===== config.mk =====
export PLATFORM = sky130hd
export DESIGN_NAME = exu_alu_seq_flat
export DESIGN_NICKNAME = d
export VERILOG_FILES = /design/src/rtl/exu_alu_seq_pkg.sv /design/src/rtl/exu_alu_seq_if.sv /design/src/rtl/exu_alu_seq_shifter.sv /design/src/rtl/exu_alu_seq.sv /design/src/flat_wrapper.sv
export SDC_FILE = /design/constraint.sdc
export NUM_CORES = 1
export LEC_CHECK = 0
export CAP_MARGIN = 20
export CORE_AREA = 2 2 170 172
export CTS_BUF_LIST = sky130_fd_sc_hd__clkbuf_4 sky130_fd_sc_hd__clkbuf_8
export DETAILED_ROUTE_END_ITERATION = 12
export DIE_AREA = 0 0 172 174
export MAX_ROUTING_LAYER = met4
export PLACE_DENSITY = 0.62
export SETUP_SLACK_MARGIN = 0.2
export SLEW_MARGIN = 20
export SYNTH_ARGS = -nofsm -noshare
export SYNTH_HDL_FRONTEND = slang
export SYNTH_SLANG_ARGS = --single-unit

===== constraint.sdc =====
create_clock -name clk -period 3.49 [get_ports clk]
set_clock_uncertainty 0.15 [all_clocks]
set_input_delay 0.349 -clock clk [delete_from_list [all_inputs] [get_ports clk]]
set_output_delay 0.349 -clock clk [all_outputs]
set_load 0.03 [all_outputs]

===== src/rtl/exu_alu_seq_pkg.sv =====
// exu_alu_seq_pkg: ALU operation codes, shift kinds and small decode helpers
// shared by the sequential execution ALU, its shifter and its bus interface.
package exu_alu_seq_pkg;

  localparam int unsigned ALU_FUNCT_WIDTH = 4;

  // Operation codes carried on alu_funct; codes 13..15 are undefined.
  typedef enum logic [3:0] {
    ALU_NO_FUNCT  = 4'd0,
    ALU_ADD       = 4'd1,
    ALU_SUB       = 4'd2,
    ALU_EQ        = 4'd3,
    ALU_NEQ       = 4'd4,
    ALU_LESS_U    = 4'd5,
    ALU_LESS_S    = 4'd6,
    ALU_AND       = 4'd7,
    ALU_OR        = 4'd8,
    ALU_XOR       = 4'd9,
    ALU_SHIFT_L_L = 4'd10,
    ALU_SHIFT_R_L = 4'd11,
    ALU_SHIFT_R_A = 4'd12
  } alu_funct_e;

  // Direction/fill of a shift as seen by the shifter.
  typedef enum logic [1:0] {
    SH_LL = 2'd0,
    SH_RL = 2'd1,
    SH_RA = 2'd2
  } sh_kind_e;

  // True for the three shift operations.
  function automatic logic is_shift(input logic [ALU_FUNCT_WIDTH-1:0] funct);
    case (funct)
      ALU_SHIFT_L_L, ALU_SHIFT_R_L, ALU_SHIFT_R_A: is_shift = 1'b1;
      default:                                      is_shift = 1'b0;
    endcase
  endfunction

  // Map a shift opcode onto the shifter's kind encoding.
  function automatic sh_kind_e shift_kind(input logic [ALU_FUNCT_WIDTH-1:0] funct);
    case (funct)
      ALU_SHIFT_R_L: shift_kind = SH_RL;
      ALU_SHIFT_R_A: shift_kind = SH_RA;
      default:       shift_kind = SH_LL;
    endcase
  endfunction

endpackage


===== src/rtl/exu_alu_seq_if.sv =====
// exu_alu_seq_if: request/response handshake bundle between the EXU operand
// selector (master) and the sequential ALU (slave).
interface exu_alu_seq_if #(
  parameter int unsigned ISA_WIDTH = 32
);
  import exu_alu_seq_pkg::*;

  logic [ISA_WIDTH-1:0]       alu_a;
  logic [ISA_WIDTH-1:0]       alu_b;
  logic [ALU_FUNCT_WIDTH-1:0] alu_funct;
  logic                       alu_in_valid;
  logic                       alu_in_ready;
  logic [ISA_WIDTH-1:0]       alu_result;
  logic                       alu_out_valid;
  logic                       alu_out_ready;

  modport master (
    output alu_a, alu_b, alu_funct, alu_in_valid, alu_out_ready,
    input  alu_in_ready, alu_result, alu_out_valid
  );

  modport slave (
    input  alu_a, alu_b, alu_funct, alu_in_valid, alu_out_ready,
    output alu_in_ready, alu_result, alu_out_valid
  );

endinterface


===== src/rtl/exu_alu_seq_shifter.sv =====
// exu_alu_seq_shifter: shift unit of the sequential ALU.
// Build option ALU_FAST_SHIFT_EN: when defined, a combinational barrel shifter
// finishes every shift in the start cycle; otherwise an iterative shifter moves
// one bit per cycle. The first bit is already shifted in the start cycle, so a
// shift by n reports o_done n-1 cycles after start (shift by 0 or 1: at start).
// o_done/o_result are combinational; the top registers o_result when o_done.
module exu_alu_seq_shifter
  import exu_alu_seq_pkg::*;
#(
  parameter int unsigned ISA_WIDTH   = 32,
  parameter int unsigned SHCNT_WIDTH = 5
) (
  input  logic                   clk,
  input  logic                   rst,
  input  logic                   i_start,
  input  sh_kind_e               i_kind,
  input  logic [ISA_WIDTH-1:0]   i_data,
  input  logic [SHCNT_WIDTH-1:0] i_shamt,
  output logic                   o_done,
  output logic [ISA_WIDTH-1:0]   o_result
);

`ifdef ALU_FAST_SHIFT_EN

  // Clock and reset are not needed by the purely combinational shifter.
  logic w_unused_clk_rst;
  assign w_unused_clk_rst = clk ^ rst;

  // Whole shift in one step; the result is ready in the start cycle.
  always_comb begin
    o_done = i_start;
    case (i_kind)
      SH_LL:   o_result = i_data << i_shamt;
      SH_RL:   o_result = i_data >> i_shamt;
      SH_RA:   o_result = ISA_WIDTH'($signed(i_data) >>> i_shamt);
      default: o_result = '0;
    endcase
  end

`else

  logic [ISA_WIDTH-1:0]   r_data;
  logic [SHCNT_WIDTH-1:0] r_cnt;
  sh_kind_e               r_kind;
  logic                   r_busy;
  logic [ISA_WIDTH-1:0]   w_src;
  logic [ISA_WIDTH-1:0]   w_step;
  sh_kind_e               w_kind;

  // Pick fresh operand on start, else the partial result, and shift it one bit.
  always_comb begin
    if (i_start) begin
      w_src  = i_data;
      w_kind = i_kind;
    end else begin
      w_src  = r_data;
      w_kind = r_kind;
    end
    case (w_kind)
      SH_LL:   w_step = {w_src[ISA_WIDTH-2:0], 1'b0};
      SH_RL:   w_step = {1'b0, w_src[ISA_WIDTH-1:1]};
      SH_RA:   w_step = {w_src[ISA_WIDTH-1], w_src[ISA_WIDTH-1:1]};
      default: w_step = w_src;
    endcase
  end

  // Report completion when the step about to be taken is the last one.
  always_comb begin
    if (i_start) begin
      o_done = (i_shamt <= SHCNT_WIDTH'(1));
      if (i_shamt == SHCNT_WIDTH'(0)) begin
        o_result = i_data;
      end else begin
        o_result = w_step;
      end
    end else begin
      o_done   = r_busy && (r_cnt == SHCNT_WIDTH'(1));
      o_result = w_step;
    end
  end

  // Partial result and remaining-step counter; reset abandons any shift.
  always_ff @(posedge clk) begin
    if (rst) begin
      r_data <= '0;
      r_cnt  <= '0;
      r_kind <= SH_LL;
      r_busy <= 1'b0;
    end else if (i_start) begin
      r_data <= w_step;
      r_cnt  <= i_shamt - SHCNT_WIDTH'(1);
      r_kind <= i_kind;
      r_busy <= (i_shamt > SHCNT_WIDTH'(1));
    end else if (r_busy) begin
      r_data <= w_step;
      r_cnt  <= r_cnt - SHCNT_WIDTH'(1);
      r_busy <= (r_cnt != SHCNT_WIDTH'(1));
    end
  end

`endif

endmodule


===== src/rtl/exu_alu_seq.sv =====
// exu_alu_seq: execution ALU with valid/ready on request and result side.
// Non-shift ops (and undefined codes, which yield 0) produce a registered
// result the cycle after accept; shifts go through exu_alu_seq_shifter.
// Build option ALU_FAST_SHIFT_EN selects the one-cycle barrel shifter, in which
// case the BUSY state is never entered.
module exu_alu_seq
  import exu_alu_seq_pkg::*;
#(
  parameter int unsigned ISA_WIDTH   = 32,
  parameter int unsigned SHCNT_WIDTH = $clog2(ISA_WIDTH)
) (
  input  logic          clk,
  input  logic          rst,
  exu_alu_seq_if.slave  alu_bus
);

  typedef enum logic [1:0] {
    ST_IDLE = 2'd0,
    ST_BUSY = 2'd1,
    ST_DONE = 2'd2
  } state_e;

  state_e                 r_state;
  state_e                 w_state_nxt;
  state_e                 w_launch_state;
  logic                   w_in_ready;
  logic                   w_accept;
  logic                   w_is_shift;
  logic                   w_sh_start;
  logic                   w_sh_done;
  logic [SHCNT_WIDTH-1:0] w_shamt;
  logic [ISA_WIDTH-1:0]   w_sh_result;
  logic [ISA_WIDTH-1:0]   w_op_result;
  logic [ISA_WIDTH-1:0]   r_result;
  logic                   r_out_valid;

  assign w_is_shift = is_shift(alu_bus.alu_funct);
  assign w_shamt    = alu_bus.alu_b[SHCNT_WIDTH-1:0];

  exu_alu_seq_shifter #(
    .ISA_WIDTH   (ISA_WIDTH),
    .SHCNT_WIDTH (SHCNT_WIDTH)
  ) u_shifter (
    .clk      (clk),
    .rst      (rst),
    .i_start  (w_sh_start),
    .i_kind   (shift_kind(alu_bus.alu_funct)),
    .i_data   (alu_bus.alu_a),
    .i_shamt  (w_shamt),
    .o_done   (w_sh_done),
    .o_result (w_sh_result)
  );

  // State register.
  always_ff @(posedge clk) begin
    if (rst) begin
      r_state <= ST_IDLE;
    end else begin
      r_state <= w_state_nxt;
    end
  end

  // Next state: a new request goes to DONE unless the shifter still needs cycles.
  always_comb begin
    if (!w_is_shift || w_sh_done) begin
      w_launch_state = ST_DONE;
    end else begin
      w_launch_state = ST_BUSY;
    end
    w_state_nxt = r_state;
    case (r_state)
      ST_IDLE: begin
        if (w_accept) begin
          w_state_nxt = w_launch_state;
        end else begin
          w_state_nxt = ST_IDLE;
        end
      end
      ST_BUSY: begin
        if (w_sh_done) begin
          w_state_nxt = ST_DONE;
        end else begin
          w_state_nxt = ST_BUSY;
        end
      end
      ST_DONE: begin
        if (w_accept) begin
          w_state_nxt = w_launch_state;
        end else if (alu_bus.alu_out_ready) begin
          w_state_nxt = ST_IDLE;
        end else begin
          w_state_nxt = ST_DONE;
        end
      end
      default: w_state_nxt = ST_IDLE;
    endcase
  end

  // Handshake outputs: accept when idle, or when the held result retires this cycle.
  always_comb begin
    w_in_ready = !rst && ((r_state == ST_IDLE) ||
                          ((r_state == ST_DONE) && alu_bus.alu_out_ready));
    w_accept   = w_in_ready && alu_bus.alu_in_valid;
    w_sh_start = w_accept && w_is_shift;
  end

  // Single-cycle operations; shifts and undefined codes give 0 here.
  always_comb begin
    case (alu_bus.alu_funct)
      ALU_ADD:    w_op_result = alu_bus.alu_a + alu_bus.alu_b;
      ALU_SUB:    w_op_result = alu_bus.alu_a - alu_bus.alu_b;
      ALU_EQ:     w_op_result = {{(ISA_WIDTH-1){1'b0}}, (alu_bus.alu_a == alu_bus.alu_b)};
      ALU_NEQ:    w_op_result = {{(ISA_WIDTH-1){1'b0}}, (alu_bus.alu_a != alu_bus.alu_b)};
      ALU_LESS_U: w_op_result = {{(ISA_WIDTH-1){1'b0}}, (alu_bus.alu_a < alu_bus.alu_b)};
      ALU_LESS_S: w_op_result = {{(ISA_WIDTH-1){1'b0}},
                                 ($signed(alu_bus.alu_a) < $signed(alu_bus.alu_b))};
      ALU_AND:    w_op_result = alu_bus.alu_a & alu_bus.alu_b;
      ALU_OR:     w_op_result = alu_bus.alu_a | alu_bus.alu_b;
      ALU_XOR:    w_op_result = alu_bus.alu_a ^ alu_bus.alu_b;
      default:    w_op_result = '0;
    endcase
  end

  // Result register and its valid flag; both cleared by reset, held under backpressure.
  always_ff @(posedge clk) begin
    if (rst) begin
      r_result    <= '0;
      r_out_valid <= 1'b0;
    end else if (w_accept && (!w_is_shift || w_sh_done)) begin
      r_result    <= w_is_shift ? w_sh_result : w_op_result;
      r_out_valid <= 1'b1;
    end else if ((r_state == ST_BUSY) && w_sh_done) begin
      r_result    <= w_sh_result;
      r_out_valid <= 1'b1;
    end else if ((r_state == ST_DONE) && alu_bus.alu_out_ready) begin
      r_out_valid <= 1'b0;
    end
  end

  assign alu_bus.alu_in_ready  = w_in_ready;
  assign alu_bus.alu_result    = r_result;
  assign alu_bus.alu_out_valid = r_out_valid;

endmodule


===== src/flat_wrapper.sv =====
// flat-port wrapper written by rule: the top's interface ports become plain ports
module exu_alu_seq_flat import exu_alu_seq_pkg::*;
#(
  parameter int unsigned ISA_WIDTH   = 32,
  parameter int unsigned SHCNT_WIDTH = $clog2(ISA_WIDTH)
)
  (clk, rst, alu_bus_alu_a, alu_bus_alu_b, alu_bus_alu_funct, alu_bus_alu_in_valid, alu_bus_alu_out_ready, alu_bus_alu_in_ready, alu_bus_alu_result, alu_bus_alu_out_valid);
  exu_alu_seq_if #(.ISA_WIDTH(ISA_WIDTH)) alu_bus_i ();
  input  logic clk;
  input  logic rst;
  input wire logic [$bits(alu_bus_i.alu_a)-1:0] alu_bus_alu_a;
  input wire logic [$bits(alu_bus_i.alu_b)-1:0] alu_bus_alu_b;
  input wire logic [$bits(alu_bus_i.alu_funct)-1:0] alu_bus_alu_funct;
  input wire logic [$bits(alu_bus_i.alu_in_valid)-1:0] alu_bus_alu_in_valid;
  input wire logic [$bits(alu_bus_i.alu_out_ready)-1:0] alu_bus_alu_out_ready;
  output wire logic [$bits(alu_bus_i.alu_in_ready)-1:0] alu_bus_alu_in_ready;
  output wire logic [$bits(alu_bus_i.alu_result)-1:0] alu_bus_alu_result;
  output wire logic [$bits(alu_bus_i.alu_out_valid)-1:0] alu_bus_alu_out_valid;
  assign alu_bus_i.alu_a = alu_bus_alu_a;
  assign alu_bus_i.alu_b = alu_bus_alu_b;
  assign alu_bus_i.alu_funct = alu_bus_alu_funct;
  assign alu_bus_i.alu_in_valid = alu_bus_alu_in_valid;
  assign alu_bus_i.alu_out_ready = alu_bus_alu_out_ready;
  assign alu_bus_alu_in_ready = alu_bus_i.alu_in_ready;
  assign alu_bus_alu_result = alu_bus_i.alu_result;
  assign alu_bus_alu_out_valid = alu_bus_i.alu_out_valid;
  exu_alu_seq #(.ISA_WIDTH(ISA_WIDTH), .SHCNT_WIDTH(SHCNT_WIDTH)) u_core (.clk(clk), .rst(rst), .alu_bus(alu_bus_i));
endmodule

==> reports/results.tsv <==
stage	metric	value	unit
status	run status	finished clean	
worst_setup_path	Worst EP required	3.64	ns
detailed_routing	WL met2	18300	um
global_route	largest net degree at the start of global routing	66	
detailed_routing	drt drc	0	
hold_path	WHS Path Cells	2	
floorplanning	Row Count	62	
global_route	GRT Total Usage	28.7	%
detailed_routing	via/cell ratio	5.64	
pwr	total power	3.77	mW
sta	max frequency	306	MHz
worst_setup_path	kind of start point of the critical path	primary input	
floorplanning	initial core utilization	34.6	%
clock_network	clk slew on worst S/H paths	0.09	ns
layout	multi-input logic area	0.00803	mm^2
detailed_routing	DR iter-0 viols	1056	
global_route	vias in the first global route	11300	
worst_setup_path	Critical Path End Type	flop	
synth	Cells after Synth	1374	
clock_network	CTS Buf Count	9	
worst_setup_path	end point of the critical path	u_core.alu_bus.alu_result[31]	
worst_setup_path	Crit Path Max Fanout	6	
sta	crit path time final	3.26	ns
floorplanning	Die Height	174	um
placement	Cells after DPL	2091	
sta	Slew Limit Fails	0	
worst_setup_path	kind of critical path	in -> reg	
worst_setup_path	Critical R2R Capture	u_core.alu_bus.alu_result[27]	
placement	placed inst area	0.0134	mm^2
layout	Final nets	1904	
synth	number of enable flip-flop cells after synthesis	0	
detailed_routing	via count	11900	
pwr	VDD IR max	0.231	mV
placement	hpwl dp	33700	um
synth	Cell Area, Synth	0.00976	mm^2
worst_setup_path	crit path DAT	3.41	ns
sta	final hold slack	0.350	ns
placement	GPL Wtd Cong	0.999	
clock_network	Max H-tree Level	3	
detailed_routing	drt pass-1 iters	7	
synth	Synth Flop Type	dfxtp_1	
layout	Ant. Diodes	0	
sta	RSZ-0062 raised after global routing	yes	
placement	pre-CTS setup slack	-0.452	ns
layout	fraction of layout cells with a size suffix above 1	29.4	%
global_route	Overflow after GRT	0	
pwr	PD cells	263	mW/mm^2
sta	# setup viols final	0	
layout	leading cell types in the layout, fill and taps excluded	324 x buf_4, 170 x nor2_1, 136 x a21oi_1	
clock_network	CTS tree	done	
pwr	Leak Pwr	6.18	nW
sta	setup ws final	0.226	ns
layout	most common cell after layout, fill and taps aside	buf_4	
layout	Layout Utilization	50.8	%
floorplanning	core area	0.0282	mm^2
sta	fin crit share	93.5	%
layout	fin cells	2118	
run	total of max-cap violations	0	
worst_setup_path	reg-to-reg critical path startpoint	u_core.u_shifter.r_cnt[0]	
synth	Net Count, Synth	1548	
global_route	initial antenna violation count	0	
detailed_routing	uppermost layer routed	met4	
layout	Synth-to-Final Area Change	47.1	%
synth	Synth Register Bits	75	
floorplanning	Ports	106	
global_route	global-route wire length before repair	64700	um
detailed_routing	Post-DRT Antenna Nets	0	
detailed_routing	WL met3	3270	um
sta	max_slew headroom	45.7	%
clock_network	CTS root buf	clkbuf_8	
synth	Async SR Flop Fraction	0	%
worst_setup_path	CP startpoint	alu_bus_alu_a[16]	
clock_network	clk buf depth	2	
detailed_routing	met1 WL	19800	um
layout	Fill cells	2799	
worst_setup_path	setup slack, reg-to-reg	0.56	ns
sta	Least-Margin Pin Slew	0.814	ns
hold_path	Hold/Removal Path Class	reg -> reg	
synth	sequential area share after synthesis	15.4	%
placement	IO Port Bufs	105	
layout	final instance area	0.0144	mm^2
synth	Cell variety after synth	99	
synth	YS warnings	0	
clock_network	clk_lat worst skew	0.36	ns
layout	Seq. cell area	0.00150	mm^2
detailed_routing	Routed WL	42500	um
sta	TNS Setup	0	ns
sta	final hold violations	0	
floorplanning	Die ar.	0.0299	mm^2
worst_setup_path	length in cells of the worst reg-to-reg path	7	
floorplanning	Chip Width	172	um
clock_network	TritonCTS Sinks	75	
synth	Post-Syn Area per Cell	7.10	um^2
detailed_routing	WL/cell	20.0	um
==> layer usage <==
layer	global-route usage [%]	vias up
met2	41.5	474
met3	3.98	65
li1	-	5763
met1	41.2	5644
met4	8.61	0
met5	-	-
==> synth_stat cells, types with 5 or more instances <==
library cell / instances / area share (%)
o21ai_1: 11 / 0.56
nor3_1: 29 / 1.5
a22oi_1: 6 / 0.46
buf_1: 7 / 0.27
a221o_1: 7 / 0.72
ha_1: 100 / 13
nand2b_1: 10 / 0.64
buf_6: 5 / 0.58
clkbuf_1: 60 / 2.3
a21o_1: 14 / 1.1
and3_1: 6 / 0.38
a311oi_1: 5 / 0.45
o21a_1: 5 / 0.38
nand4_1: 11 / 0.71
nor2b_1: 11 / 0.71
nand2_1: 89 / 3.4
o221ai_1: 6 / 0.54
o21bai_1: 19 / 1.5
mux2i_1: 35 / 3.6
inv_1: 93 / 3.6
a21oi_1: 147 / 7.5
o22ai_1: 18 / 1.2
mux2_2: 5 / 0.58
nand3_1: 26 / 1.3
o211ai_1: 15 / 1.2
o31ai_1: 15 / 1.2
xnor2_1: 8 / 0.72
and3b_1: 5 / 0.45
dfxtp_1: 75 / 15
inv_2: 5 / 0.19
and2_1: 16 / 1.0
nor2_1: 175 / 6.7
a211o_1: 5 / 0.45
o21ai_0: 72 / 3.7
a2111oi_0: 6 / 0.54
a31oi_1: 19 / 1.2
nor4_1: 9 / 0.58
buf_2: 23 / 1.2
a221oi_1: 15 / 1.3
a211oi_1: 82 / 6.3
==> how the worst min path moves through the flow <==
stage | slack [ns] | from | end
CTS | 0.35 | u_core.u_shifter.r_data[16] | u_core.u_shifter.r_data[16]
global route | 0.37 | u_core.u_shifter.r_data[30] | u_core.u_shifter.r_data[30]
global placement | 0.33 | u_core.alu_bus.alu_result[7] | u_core.alu_bus.alu_result[7]
finish | 0.35 | u_core.u_shifter.r_data[30] | u_core.u_shifter.r_data[30]
detailed placement | 0.34 | u_core.alu_bus.alu_result[24] | u_core.alu_bus.alu_result[24]
floorplan | 0.29 | alu_bus_alu_b[0] | u_core.u_shifter.r_cnt[0]
==> what timing repair did <==
action                                 in CTS  in global routing
setup endpoints to repair                  22                 23
buffers inserted                            8                  4
pin swaps                                  25                 36
hold buffers                                0                  0
resized for setup                          75                 80
endpoints found under the hold margin       0                  0
==> critical path: stages <==
cell	delay [ns]
clkdlybuf4s50_1	0.54
inv_2	0.09
ha_4	0.26
inv_6	0.06
a21oi_1	0.08
o31a_1	0.27
a31o_1	0.26
a311oi_4	0.38
buf_4	0.18
a21oi_2	0.05
a31o_1	0.30
o211ai_1	0.30
a211oi_2	0.13
o21ai_1	0.15
==> report_power, final <==
part	switching, mW	internal, mW
Clock	0.350	0.468
Combinational	1.09	0.905
Sequential	0.0430	0.911
Total	1.49	2.28
==> flip-flops by register name (all words and copies together), names as in the netlist <==
name                          cells
u_core.u_shifter.r_busy           1
u_core.alu_bus.alu_out_valid      1
u_core.u_shifter.r_cnt            5
u_core.u_shifter.r_data          32
u_core.u_shifter.r_kind           2
u_core.alu_bus.alu_result        32
u_core.r_state                    2
==> cells by family after synthesis <==
logic type                 after synthesis  share of synthesized area [%]
AOI/OAI and AO/OA                      529                           37.2
and+or+nand+nor                        415                           20.1
buffers and inverters                  198                           8.50
adders and majority gates              102                           13.2
DFF                                     75                           15.4
muxes                                   44                           4.63
xor gates and xnor gates                11                          0.987
==> area by class of cell <==
cell class | count | share of cell area [%]
clock buffers | 9 | 0.863
multi-input cells | 1101 | 56.0
repair buffers | 444 | 26.0
well taps | 384 | 3.35
inverters | 99 | 2.62
clock inverters | 6 | 0.732
flip-flops and latches | 75 | 10.5
Power figures use the tool's default switching activity.
